$ cat config.mk
export PLATFORM = sky130hd
export DESIGN_NAME = hazard_tracker
export DESIGN_NICKNAME = d
export VERILOG_FILES = /design/src/rtl/hazard_tracker_pkg.sv /design/src/rtl/hazard_tracker_stage_tag_reg.sv /design/src/rtl/hazard_tracker.sv
export SDC_FILE = /design/constraint.sdc
export NUM_CORES = 1
export LEC_CHECK = 0
export ABC_CLOCK_PERIOD_IN_PS = 3400
export BUFFER_PORTS_ARGS = -buffer_cell sky130_fd_sc_hd__buf_4
export CORE_ASPECT_RATIO = 0.8
export CORE_MARGIN = 1
export CORE_UTILIZATION = 55
export CTS_BUF_LIST = sky130_fd_sc_hd__clkbuf_4 sky130_fd_sc_hd__clkbuf_8
export CTS_CLUSTER_DIAMETER = 80
export DETAILED_ROUTE_END_ITERATION = 10
export GPL_TIMING_DRIVEN = 1
export MAX_ROUTING_LAYER = met4
export PLACE_DENSITY_LB_ADDON = 0.3
export SLEW_MARGIN = 20
export SYNTH_ARGS = -nofsm -noshare
export SYNTH_HDL_FRONTEND = slang
export SYNTH_SLANG_ARGS = --single-unit
$ cat constraint.sdc
create_clock -name clk -period 3.4 [get_ports clk]
set_clock_uncertainty 0.2 [all_clocks]
set_input_delay 0.34 -clock clk [delete_from_list [all_inputs] [get_ports clk]]
set_output_delay 0.34 -clock clk [all_outputs]
set_load 0.005 [all_outputs]
$ cat src/rtl/hazard_tracker_pkg.sv
// Shared types for the EX-stage bypass producer:
// register tags, the invalid tag and the hazard FSM states.
package hazard_tracker_pkg;

   localparam logic [4:0] XZR = 5'd31;

   typedef struct packed {
      logic       v;
      logic [4:0] rd;
      logic       reg_write;
      logic       mem_read;
   } stage_tag_t;

   localparam stage_tag_t TAG_INVALID = '{
      v:         1'b0,
      rd:        XZR,
      reg_write: 1'b0,
      mem_read:  1'b0
   };

   typedef enum logic {
      RUN,
      HOLD
   } hz_state_e;

endpackage

$ cat src/rtl/hazard_tracker_stage_tag_reg.sv
// One destination-tag pipeline register; reset and
// load_invalid both force the invalid tag.
module stage_tag_reg
   import hazard_tracker_pkg::*;
(
   input  logic       clk,
   input  logic       reset,
   input  logic       load_invalid,
   input  stage_tag_t d,
   output stage_tag_t q
);

   always_ff @(posedge clk) begin
      if (reset || load_invalid)
         q <= TAG_INVALID;
      else
         q <= d;
   end

endmodule

$ cat src/rtl/hazard_tracker.sv
// Load-use hazard detection, bubble insertion, branch flush
// and destination-tag tracking for the EX-stage bypass.
module hazard_tracker
   import hazard_tracker_pkg::*;
#(
   parameter int LOAD_USE_BUBBLES = 1,
   parameter int CNT_W            = 32
) (
   input  logic             clk,
   input  logic             reset,
   input  logic             id_valid,
   input  logic [4:0]       id_Rn,
   input  logic [4:0]       id_Rm,
   input  logic             id_uses_Rm,
   input  logic [4:0]       id_Rd,
   input  logic             id_RegWrite,
   input  logic             id_MemRead,
   input  logic             br_taken,
   output logic             stall,
   output logic             bubble,
   output logic             flush,
   output logic [4:0]       Rd_EX_MEM,
   output logic [4:0]       Rd_MEM_WB,
   output logic             EX_MEM_RegWrite,
   output logic             MEM_WB_RegWrite,
   output logic [CNT_W-1:0] stall_cycles
);

   localparam logic [2:0] HOLD_INIT = 3'(LOAD_USE_BUBBLES - 1);

   stage_tag_t idex_d, idex_q, exmem_q, memwb_q;
   hz_state_e  state, state_n;
   logic [2:0] cnt, cnt_n;
   logic       hz;

   assign idex_d = '{
      v:         id_valid,
      rd:        id_Rd,
      reg_write: id_RegWrite,
      mem_read:  id_MemRead
   };

   stage_tag_reg u_idex (
      .clk          (clk),
      .reset        (reset),
      .load_invalid (flush | bubble),
      .d            (idex_d),
      .q            (idex_q)
   );

   stage_tag_reg u_exmem (
      .clk          (clk),
      .reset        (reset),
      .load_invalid (1'b0),
      .d            (idex_q),
      .q            (exmem_q)
   );

   stage_tag_reg u_memwb (
      .clk          (clk),
      .reset        (reset),
      .load_invalid (1'b0),
      .d            (exmem_q),
      .q            (memwb_q)
   );

   // XZR never carries a real value, so it never blocks a consumer
   assign hz = id_valid && idex_q.v && idex_q.mem_read
            && (idex_q.rd != XZR)
            && ((id_Rn == idex_q.rd)
             || (id_uses_Rm && (id_Rm == idex_q.rd)));

   always_comb begin
      state_n = state;
      cnt_n   = cnt;
      stall   = 1'b0;
      if (br_taken) begin
         state_n = RUN;
         cnt_n   = 3'd0;
      end else begin
         unique case (state)
            RUN: begin
               if (hz) begin
                  stall = 1'b1;
                  if (LOAD_USE_BUBBLES > 1) begin
                     state_n = HOLD;
                     cnt_n   = HOLD_INIT;
                  end
               end
            end
            HOLD: begin
               stall = 1'b1;
               cnt_n = cnt - 3'd1;
               if (cnt == 3'd1)
                  state_n = RUN;
            end
            default: state_n = RUN;
         endcase
      end
   end

   assign bubble = stall;
   assign flush  = br_taken;

   always_ff @(posedge clk) begin
      if (reset) begin
         state        <= RUN;
         cnt          <= 3'd0;
         stall_cycles <= '0;
      end else begin
         state <= state_n;
         cnt   <= cnt_n;
         if (stall && (stall_cycles != {CNT_W{1'b1}}))
            stall_cycles <= stall_cycles + CNT_W'(1);
      end
   end

   assign Rd_EX_MEM       = exmem_q.rd;
   assign EX_MEM_RegWrite = exmem_q.v & exmem_q.reg_write;
   assign Rd_MEM_WB       = memwb_q.rd;
   assign MEM_WB_RegWrite = memwb_q.v & memwb_q.reg_write;

endmodule

==> results.ini, run 1 <==
[clocking]
clk_pin_slew_ps=60
cts.sinks=58
clk_latency_ps=340
cts-root-buf=clkbuf_8
cts_setup_buffers=0
cts_tree=yes
cts_max_path_buffers=2
numCtsBuffers=9
htreeDepth=3

[pwr]
swShare_pct=21.6
p_comb_share_pct=5.0
p_int_mw=1.09
p_per_area_nw_per_um2=409
p_seq_share_pct=49.7
power_frac_clock_pct=45.3
p_sw_uw=302
vdd_drop_max_mv=0.370
p_leak_nw=1.31

[layout]
drive_gt1_share_pct=27.7
multi_input_comb_area_um2=1380
diodes=0
final-seq-area_um2=1160
stdcell_area_um2=3410
fin_nets=385
fin_util_pct=73.3
fillers=365
areaGrowthSynthToFinish_pct=26.4

[floorplan]
fp.dieH_um=64.7
die_w_um=80.3
core_um2=4650
io-pin-count=69
initial_core_util_pct=58.0
design.die.area_um2=5190
num_rows=22

[drt]
wl_met1_um=2760
drt_pre_antenna_iters=4
finalWirelength_um=6170
drt_iter0_markers=125
wl_per_cell_um=14.5
via_per_inst=5.72
route.detailed.drc=0
ant_nets=0
route.met3.wl_um=454
wl_met2_um=2820
routed.top_layer=met4
via_count=2424

[worst_hold_path]
worstHoldPathType=in2reg

[timing]
setup_slack_ps=613
tns_ps=0
setup_viol=0
grt_setup_unrepaired=no
worst_slew_pin_slew_ps=897
max-slew-margin-rel_pct=40.1
holdWs_ps=32.3
fin_crit_sh_pct=82.0
hold_viol_final=0
fmax_mhz=359
period_needed_ps=2790
slew_violations=0

[yosys]
synth_edf_count=0
synth_area_um2=2700
yosysSeqAreaShare_pct=43.0
ys_seq_elements=58
syn_inst=296
syn_nets=321
yosysWarnings=0
async_flop_share_pct=0
synth-main-ff-cell=dfxtp_1
synthDistinctLibCells=42
avgSynthCellArea_um2=9.12

[placement]
place_congestion=0.879
dp_slack_ps=678
hpwl_um=4060
placed_cell_area_um2=3150
io_buffers=68

[critical_path]
crit_path_end_kind=flop
critPathKind=reg2reg
critPathLaunchType=flop
worstPathRequired_ps=3490
crit_fanout=12
cp.arrival_ps=2870

[global_route]
antenna_found_initial=0
grt_max_degree=56
grt_pass1_vias=2232
grt_overflow=0
grt_pass1_wl_um=10100
grt_usage_pct=26.7

[run]
cap_violations=0

[run_status]
status=complete, no violations

==> critical path: stages, from the launching register on <==
cell	delay (ps)
dfxtp_1	420
nand4_1	190
o2111a_1	280
a21oi_1	610
nor3b_1	810
and2_1	220
==> per-stage QoR <==
stage / std cells / total power, mW
after floorplan: 296 / 0.744
after global placement: 402 / 0.769
after detailed placement: 402 / 0.771
after CTS: 424 / 1.41
after global routing: 424 / 1.44
final: 424 / 1.39
==> routing by layer <==
layer | vias up | track usage, %
met2 | 103 | 39.4
met1 | 1122 | 32.2
met4 | 0 | 10.7
met5 | - | -
li1 | 1180 | -
met3 | 19 | 11.1
==> final timing paths <==
| check | from | to | slack [ps] | cells past startpoint |
|---|---|---|---|---|
| worst min register to register | u_idex.q[1]$_SDFF_PP0_ | u_exmem.q[1]$_SDFF_PP0_ | 240 | 1 |
| worst max register to register | u_idex.q[6]$_SDFF_PP1_ | u_idex.q[0]$_SDFF_PP0_ | 610 | 5 |
| worst min-delay path | id_valid | u_idex.q[7]$_SDFF_PP0_ | 30 | 2 |
| worst max-delay path | u_idex.q[6]$_SDFF_PP1_ | u_idex.q[0]$_SDFF_PP0_ | 610 | 5 |
==> cells in the mapped netlist (2+ instances only) <==
library cell,n,area [um2]
xor2_1,6,52.6
and3_1,5,31.3
ha_1,3,37.5
dfxtp_1,58,1160
a2111oi_0,2,17.5
nand2_1,17,63.8
nor2_1,18,67.6
a21oi_1,21,105
nand3_1,11,55.1
or3_1,7,43.8
o21ai_0,8,40.0
clkbuf_1,9,33.8
o31ai_1,9,67.6
nor2b_1,11,68.8
nor4_1,4,25.0
or4_1,10,75.1
nand4_1,14,87.6
buf_4,12,90.1
o41ai_1,2,17.5
or2_2,10,62.6
xnor2_1,15,131
and2_1,8,50.1
and4_1,2,17.5
and4_4,2,22.5
nand3b_1,2,15.0
mux2_1,3,33.8
inv_1,7,26.3
nand2b_1,5,31.3
nor3_1,2,10.0
==> cells by family after synthesis <==
kind of cell | after synthesis | share of synthesized area [%]
simple gates | 134 | 29.3
flops | 58 | 43.0
mux | 4 | 1.62
fa+ha+maj | 3 | 1.39
xor+xnor | 21 | 6.82
buf+inv | 29 | 5.98
compound gates | 47 | 11.9
==> sequential cells by signal, summed over array words and instances (netlist names) <==
name and count:
stall_cycles 32, u_exmem.q 7, u_memwb.q 7, u_idex.q 8
state 1, cnt 3
==> power by group through the flow <==
| stage | clock network [mW] | logic (mW) | registers (mW) |
|---|---|---|---|
| detailed placement | 0 | 0.0632 | 0.707 |
| CTS | 0.643 | 0.0695 | 0.692 |
| floorplan | 0 | 0.0383 | 0.706 |
| global placement | 0 | 0.0615 | 0.707 |
| global route | 0.676 | 0.0759 | 0.693 |
| finish | 0.632 | 0.0701 | 0.693 |
==> repair_timing <==
action | 4_1_cts | 5_1_grt
resized for setup | 0 | 0
endpoints found under the hold margin | 7 | 0
hold buffers | 7 | 0
==> cell usage in the layout, fill, tap and decap left out, types with 2 or more instances in the layout <==
cell / netlist / final
a2111oi_0: 2 / 2
a21oi_1: 21 / 21
and2_1: 8 / 8
and3_1: 5 / 5
and4_1: 2 / 2
and4_4: 2 / 2
buf_4: 12 / 68
clkbuf_4: 0 / 2
clkbuf_8: 0 / 10
clkinv_2: 0 / 2
dfxtp_1: 58 / 58
dlygate4sd3_1: 0 / 7
ha_1: 3 / 3
inv_1: 7 / 7
mux2_1: 3 / 3
nand2_1: 17 / 17
nand2b_1: 5 / 5
nand3_1: 11 / 11
nand3b_1: 2 / 2
nand4_1: 14 / 14
nor2_1: 18 / 18
nor2b_1: 11 / 11
nor3_1: 2 / 2
nor4_1: 4 / 4
o21ai_0: 8 / 8
o31ai_1: 9 / 9
o41ai_1: 2 / 2
or2_2: 10 / 10
or3_1: 7 / 7
or4_1: 10 / 10
xnor2_1: 15 / 15
xor2_1: 6 / 6
==> final cells by class <==
class	count	share of cell area, %
tap	60	2.20
multi-input combinational	209	40.3
timing repair buffer	75	17.0
inverter	7	0.770
clock inverter	3	1.17
sequential	58	34.0
clock buffer	12	4.47
(Power assumes the default switching activity.)
==> run 2, diff against run 1 <==
- ABC_CLOCK_PERIOD_IN_PS: 3400 -> 2750
- clock period: 3.4 -> 2.75 ns (I/O delays scaled with it)
==> run 2 against run 1 <==
  * Routed wire length rose by 2.2%
  * Cell count rose by 1.4%
  * Sequential share of layout area fell by 0.56 points
  * Setup slack got worse by 460 ps
  * Largest cell class unchanged
==> results.ini, run 2 (same netlist as run 1, synthesis figures left out) <==
[critical_path]
max_stage_delay_ps=360  ; was 810 ps
path_buf_inv=0  ; unchanged
crit_path_end_kind=flop  ; unchanged
crit_family=simple AND/OR/NAND/NOR gates  ; unchanged
critPathKind=reg2reg  ; unchanged
critPathLaunchType=flop  ; unchanged
cp.arrival_ps=2620  ; was 2870 ps
crit_fanout=18  ; was 12
worstPathRequired_ps=2770  ; was 3490 ps
critPathSlowestCell=a221oi_4  ; was nor3b_1
crit_chain=ha_1 -> and4_1 -> and4_4 -> a221oi_4 -> nand2_4 -> nor4_1 -> mux2_1  ; was nand4_1 -> o2111a_1 -> a21oi_1 -> nor3b_1 -> and2_1

[timing]
fin_crit_sh_pct=94.4  ; was 82.0%
setup_viol=0  ; unchanged
period_needed_ps=2600  ; was 2790 ps
grt_setup_unrepaired=no  ; unchanged
tns_ps=0  ; unchanged
worst_slew_pin_slew_ps=522  ; was 897 ps
setup_slack_ps=155  ; was 613 ps
fmax_mhz=385  ; was 359 MHz
max-slew-margin-rel_pct=65.2  ; was 40.1%
slew_violations=0  ; unchanged
hold_viol_final=0  ; unchanged

[clocking]
clk_pin_slew_ps=60  ; about the same
cts.sinks=58  ; unchanged
numCtsBuffers=9  ; unchanged
clk_latency_ps=340  ; about the same
cts-root-buf=clkbuf_8  ; unchanged
cts_max_path_buffers=2  ; unchanged
cts_setup_buffers=0  ; unchanged
cts_tree=yes  ; unchanged
htreeDepth=3  ; unchanged

[layout]
fillers=358  ; was 365
final_cell_mix=73 x buf_4, 58 x dfxtp_1, 20 x a21oi_1  ; was 68 x buf_4, 58 x dfxtp_1, 21 x a21oi_1
largest_register_ffs=32  ; unchanged
final-seq-area_um2=1160  ; unchanged
diodes=0  ; unchanged
reg.largest.list=stall_cycles: 32 flops, u_idex.q: 8 flops  ; unchanged
layout_commonest_cell=buf_4  ; unchanged
top_register=stall_cycles  ; unchanged
fin_nets=391  ; was 385
fin_util_pct=74.6  ; was 73.3%
areaGrowthSynthToFinish_pct=28.6  ; was 26.4%
drive_gt1_share_pct=29.2  ; was 27.7%
multi_input_comb_area_um2=1390  ; was 1380 um2

[global_route]
grt_pass1_wl_um=10300  ; was 10100 um
grt_pass1_vias=2179  ; was 2232
grt_util_met3_pct=7.61  ; was 11.1%
grt_usage_pct=27.2  ; was 26.7%
grt_max_degree=56  ; unchanged
antenna_found_initial=0  ; unchanged
use_met2_pct=40.7  ; was 39.4%
grt_overflow=0  ; unchanged
use_met1_pct=33.3  ; was 32.2%
top_usage_layer=met2  ; unchanged

[pwr]
p_seq_share_pct=49.9  ; was 49.7%
p_sw_uw=363  ; was 302 uW
vdd_drop_max_mv=0.407  ; was 0.370 mV
p_total_mw=1.72  ; was 1.39 mW
p_int_mw=1.35  ; was 1.09 mW
power_frac_clock_pct=44.8  ; was 45.3%
swShare_pct=21.2  ; was 21.6%
p_comb_share_pct=5.3  ; was 5.0%
p_leak_nw=1.34  ; was 1.31 nW
p_per_area_nw_per_um2=495  ; was 409 nW/um2

[drt]
drt_pre_antenna_iters=4  ; unchanged
ant_nets=0  ; unchanged
wl_per_cell_um=14.7  ; was 14.5 um
route.detailed.drc=0  ; unchanged
via_count=2435  ; was 2424
via_per_inst=5.66  ; was 5.72
finalWirelength_um=6300  ; was 6170 um
drt_iter0_markers=129  ; was 125

[run_status]
status=complete, no violations  ; unchanged

[placement]
place_congestion=0.910  ; was 0.879
hpwl_um=4120  ; was 4060 um
dp_slack_ps=184  ; was 678 ps
io_buffers=68  ; unchanged

[floorplan]
num_rows=22  ; unchanged
core_um2=4650  ; unchanged
design.die.area_um2=5190  ; unchanged
die_w_um=80.3  ; unchanged
io-pin-count=69  ; unchanged
initial_core_util_pct=58.0  ; unchanged
fp.dieH_um=64.7  ; unchanged

[run]
cap_violations=0  ; unchanged

[worst_hold_path]
worstHoldPathType=in2reg  ; unchanged

[run 2: cell types whose count changed in the layout (fill, tap and decap cells not counted)]
cell and change:
buf_4 +5, a21oi_1 -1, a21oi_2 +1, dlygate4sd3_1 +1, nor4_1 -1, nor4_2 +1
[run 2: power groups by stage]
stage	Sequential [mW]	Combinational (mW)	Clock, mW
floorplan	0.873	0.0473	0
global placement	0.875	0.0782	0
detailed placement	0.875	0.0801	0
CTS	0.856	0.0893	0.784
global route	0.857	0.0989	0.824
finish	0.857	0.0911	0.770
[run 2: through the flow]
stage | hold WS (ps) | instances | cell area [um2]
6_report | 83.4 | 430 | 3470
5_1_grt | 95.5 | 430 | 3470
4_1_cts | 66.6 | 430 | 3460
3_5_place_dp | 222 | 407 | 3190
3_3_place_gp | 218 | 407 | 3190
2_1_floorplan | 176 | 296 | 2700
[run 2: per-layer routing]
metal	up-vias	part of all wire, %
li1	1203	-
met5	-	0
met4	0	2.4
met1	1124	44
met3	17	7.7
met2	91	46
[run 2: layout make-up]
type | instances | area share [%]
timing repair buffer | 81 | 18.1
sequential | 58 | 33.5
multi-input combinational | 209 | 40.0
clock buffer | 12 | 4.40
tap | 60 | 2.16
inverter | 7 | 0.757
clock inverter | 3 | 1.15
[run 2: timing repair]
action | 4_1_cts | 5_1_grt
setup endpoints to repair | 0 | 3
hold buffers | 8 | 0
gates resized for setup | 0 | 2
endpoints found under the hold margin | 8 | 0
[run 2: final timing paths]
check                                                   from                       endpoint  slack (ps)  depth (start not counted)
worst max-delay path            stall_cycles[0]$_SDFFE_PP0P_  stall_cycles[19]$_SDFFE_PP0P_         150                          7
worst min-delay path                                br_taken            cnt[0]$_SDFFE_PP0P_          80                          2
worst max register to register  stall_cycles[0]$_SDFFE_PP0P_  stall_cycles[19]$_SDFFE_PP0P_         150                          7
worst min register to register       u_exmem.q[3]$_SDFF_PP1_        u_memwb.q[3]$_SDFF_PP1_         240                          1
==> run 3, diff against run 2 <==
- ABC_CLOCK_PERIOD_IN_PS: 2750 -> 2190
- CORE_UTILIZATION: 55 -> 49
- clock period: 2.75 -> 2.19 ns (I/O delays scaled with it)
==> run 3 against run 2 <==
  * Clock-buffer cell count up 2
  * Fmax up 11%
  * Clock power up 22%
  * First-iteration DRC count up 51%
  * Highest routed layer unchanged
  * Sequential cell count unchanged
  * Via count up 18%
  * Global-route usage up 2.3 points
  * The run now ends with design-rule violations, negative setup slack left
  * Routed wire length up 38%
  * Critical path depth up 3
  * Setup slack worse by 300 ps
  * Critical path type unchanged
  * Sequential share of layout area down 5.6 points
  * Sequential power up 26%
==> results.ini, run 3 (same netlist as run 1, synthesis figures left out) <==
[run_status]
status=finished with violations  ; was complete, no violations
violations=design-rule violations, negative setup slack

[layout]
multi_input_comb_area_um2=1600  ; was 1390 um2
final_cell_mix=130 x buf_4, 50 x dfxtp_1, 17 x nand2_1  ; was 73 x buf_4, 58 x dfxtp_1, 20 x a21oi_1
fin_util_pct=81.9  ; was 74.6%
diodes=0  ; unchanged
fin_nets=456  ; was 391
reg.largest.list=stall_cycles: 32 flops, u_idex.q: 8 flops  ; unchanged
drive_gt1_share_pct=47.7  ; was 29.2%
layout_commonest_cell=buf_4  ; unchanged
areaGrowthSynthToFinish_pct=56.3  ; was 28.6%
final_cell_count_no_fill=498  ; was 430
fillers=301  ; was 358
largest_register_ffs=32  ; unchanged
final-seq-area_um2=1180  ; was 1160 um2
stdcell_area_um2=4220  ; was 3470 um2
top_register=stall_cycles  ; unchanged

[timing]
slew_violations=0  ; unchanged
setup_viol=24  ; was 0
period_needed_ps=2330  ; was 2600 ps
worst_slew_pin_slew_ps=580  ; was 522 ps
max-slew-margin-rel_pct=61.3  ; was 65.2%
grt_setup_unrepaired=yes  ; was no
setup_slack_ps=-144  ; was 155 ps
fmax_mhz=428  ; was 385 MHz
hold_viol_final=0  ; unchanged
fin_crit_sh_pct=107  ; was 94.4%

[clocking]
numCtsBuffers=9  ; unchanged
cts_tree=yes  ; unchanged
cts_max_path_buffers=2  ; unchanged
cts.sinks=58  ; unchanged
clk_latency_ps=350  ; was 340 ps
htreeDepth=3  ; unchanged
clk_pin_slew_ps=60  ; about the same
cts-root-buf=clkbuf_8  ; unchanged

[drt]
ant_nets=0  ; unchanged
via_count=2864  ; was 2435
route.detailed.drc=3  ; was 0
finalWirelength_um=8670  ; was 6300 um
drt_pre_antenna_iters=8  ; was 4
drt_iter0_markers=195  ; was 129
via_per_inst=5.75  ; was 5.66
wl_per_cell_um=17.4  ; was 14.7 um

[global_route]
antenna_found_initial=0  ; unchanged
grt_usage_pct=29.5  ; was 27.2%
grt_pass1_wl_um=12300  ; was 10300 um
grt_pass1_vias=2571  ; was 2179
grt_overflow=0  ; unchanged
grt_max_degree=56  ; unchanged

[critical_path]
max_stage_delay_ps=350  ; was 360 ps
crit_fanout=4  ; was 18
crit_chain=ha_4 -> and4_4 -> and4_4 -> a221oi_4 -> buf_6 -> buf_6 -> buf_4 -> nand4_1 -> xnor2_1 -> nor2b_1  ; was ha_1 -> and4_1 -> and4_4 -> a221oi_4 -> nand2_4 -> nor4_1 -> mux2_1
crit_family=simple AND/OR/NAND/NOR gates  ; unchanged
critPathKind=reg2reg  ; unchanged
cp.arrival_ps=2400  ; was 2620 ps
critPathSlowestCell=dfxtp_4  ; was a221oi_4
path_buf_inv=3  ; was 0
crit_path_end_kind=flop  ; unchanged
worstPathRequired_ps=2260  ; was 2770 ps
critPathLaunchType=flop  ; unchanged

[pwr]
p_seq_share_pct=50.0  ; was 49.9%
p_total_mw=2.15  ; was 1.72 mW
p_leak_nw=1.72  ; was 1.34 nW
p_sw_uw=491  ; was 363 uW
p_per_area_nw_per_um2=509  ; was 495 nW/um2
p_int_mw=1.66  ; was 1.35 mW
vdd_drop_max_mv=0.343  ; was 0.407 mV
p_comb_share_pct=6.1  ; was 5.3%
swShare_pct=22.9  ; was 21.2%
power_frac_clock_pct=43.8  ; was 44.8%

[floorplan]
design.die.area_um2=5810  ; was 5190 um2
die_w_um=85.0  ; was 80.3 um
core_um2=5150  ; was 4650 um2
fp.dieH_um=68.4  ; was 64.7 um
initial_core_util_pct=52.4  ; was 58.0%
io-pin-count=69  ; unchanged
num_rows=23  ; was 22

[placement]
io_buffers=68  ; unchanged
dp_slack_ps=-178  ; was 184 ps
dpl.cell_count=459  ; was 407
placed_cell_area_um2=3600  ; was 3190 um2
place_congestion=0.854  ; was 0.910
hpwl_um=5000  ; was 4120 um

[run]
cap_violations=0  ; unchanged

[worst_hold_path]
worstHoldPathType=in2reg  ; unchanged

run 3: cell types whose count changed in the layout (fill, tap and decap cells not counted), moves of 4 or more:
cell     delta
a21oi_2     +5
buf_4      +57
nor4_4      +4
dfxtp_2     +6
buf_6       +6
dfxtp_1     -8
a21oi_1     -7
run 3: layer usage:
layer	global-route usage [%]	up-vias	wire length, um
met4	9.96	0	184
met1	33.5	1370	3360
li1	-	1326	-
met5	-	-	0
met3	9.77	24	688
met2	49.9	144	4440
run 3: final timing paths:
| check | slack [ps] | end | from | depth (start not counted) |
|---|---|---|---|---|
| max reg2reg | -140 | stall_cycles[4]$_SDFFE_PP0P_ | stall_cycles[0]$_SDFFE_PP0P_ | 10 |
| max | -140 | stall_cycles[4]$_SDFFE_PP0P_ | stall_cycles[0]$_SDFFE_PP0P_ | 10 |
| min | 60 | cnt[0]$_SDFFE_PP0P_ | br_taken | 2 |
| min reg2reg | 240 | u_exmem.q[1]$_SDFF_PP0_ | u_idex.q[1]$_SDFF_PP0_ | 1 |
run 3: layout make-up:
class	instances	share of cell area, %
inverters	7	0.623
clock inverters	2	0.237
flip-flops and latches	58	27.9
repair buffers	145	27.1
multi-input cells	210	38.0
clock buffers	14	4.27
well taps	62	1.84
run 3: through the flow:
stage	setup TNS (ps)	hold slack [ps]
final	-1540	59.2
after global routing	-3860	64.0
after floorplan	-746	120
after detailed placement	-3180	209
after CTS	-289	24.6
after global placement	-1530	205
run 3: power by group through the flow:
stage                     Combinational (mW)  Clock [mW]  Sequential, mW
after floorplan                       0.0593           0            1.09
after global placement                 0.100           0            1.10
after detailed placement               0.103           0            1.10
after CTS                              0.119       0.943            1.07
after global routing                   0.140        1.00            1.08
final                                  0.131       0.942            1.08
run 3: timing repair:
| item | 4_1_cts | 5_1_grt |
|---|---|---|
| hold buffers | 8 | 0 |
| resized for setup | 16 | 33 |
| endpoints found under the hold margin | 8 | 0 |
| endpoints found under the setup margin | 33 | 33 |
| pin swaps | 16 | 26 |
| setup buffers | 8 | 6 |
| cloned | 1 | 0 |
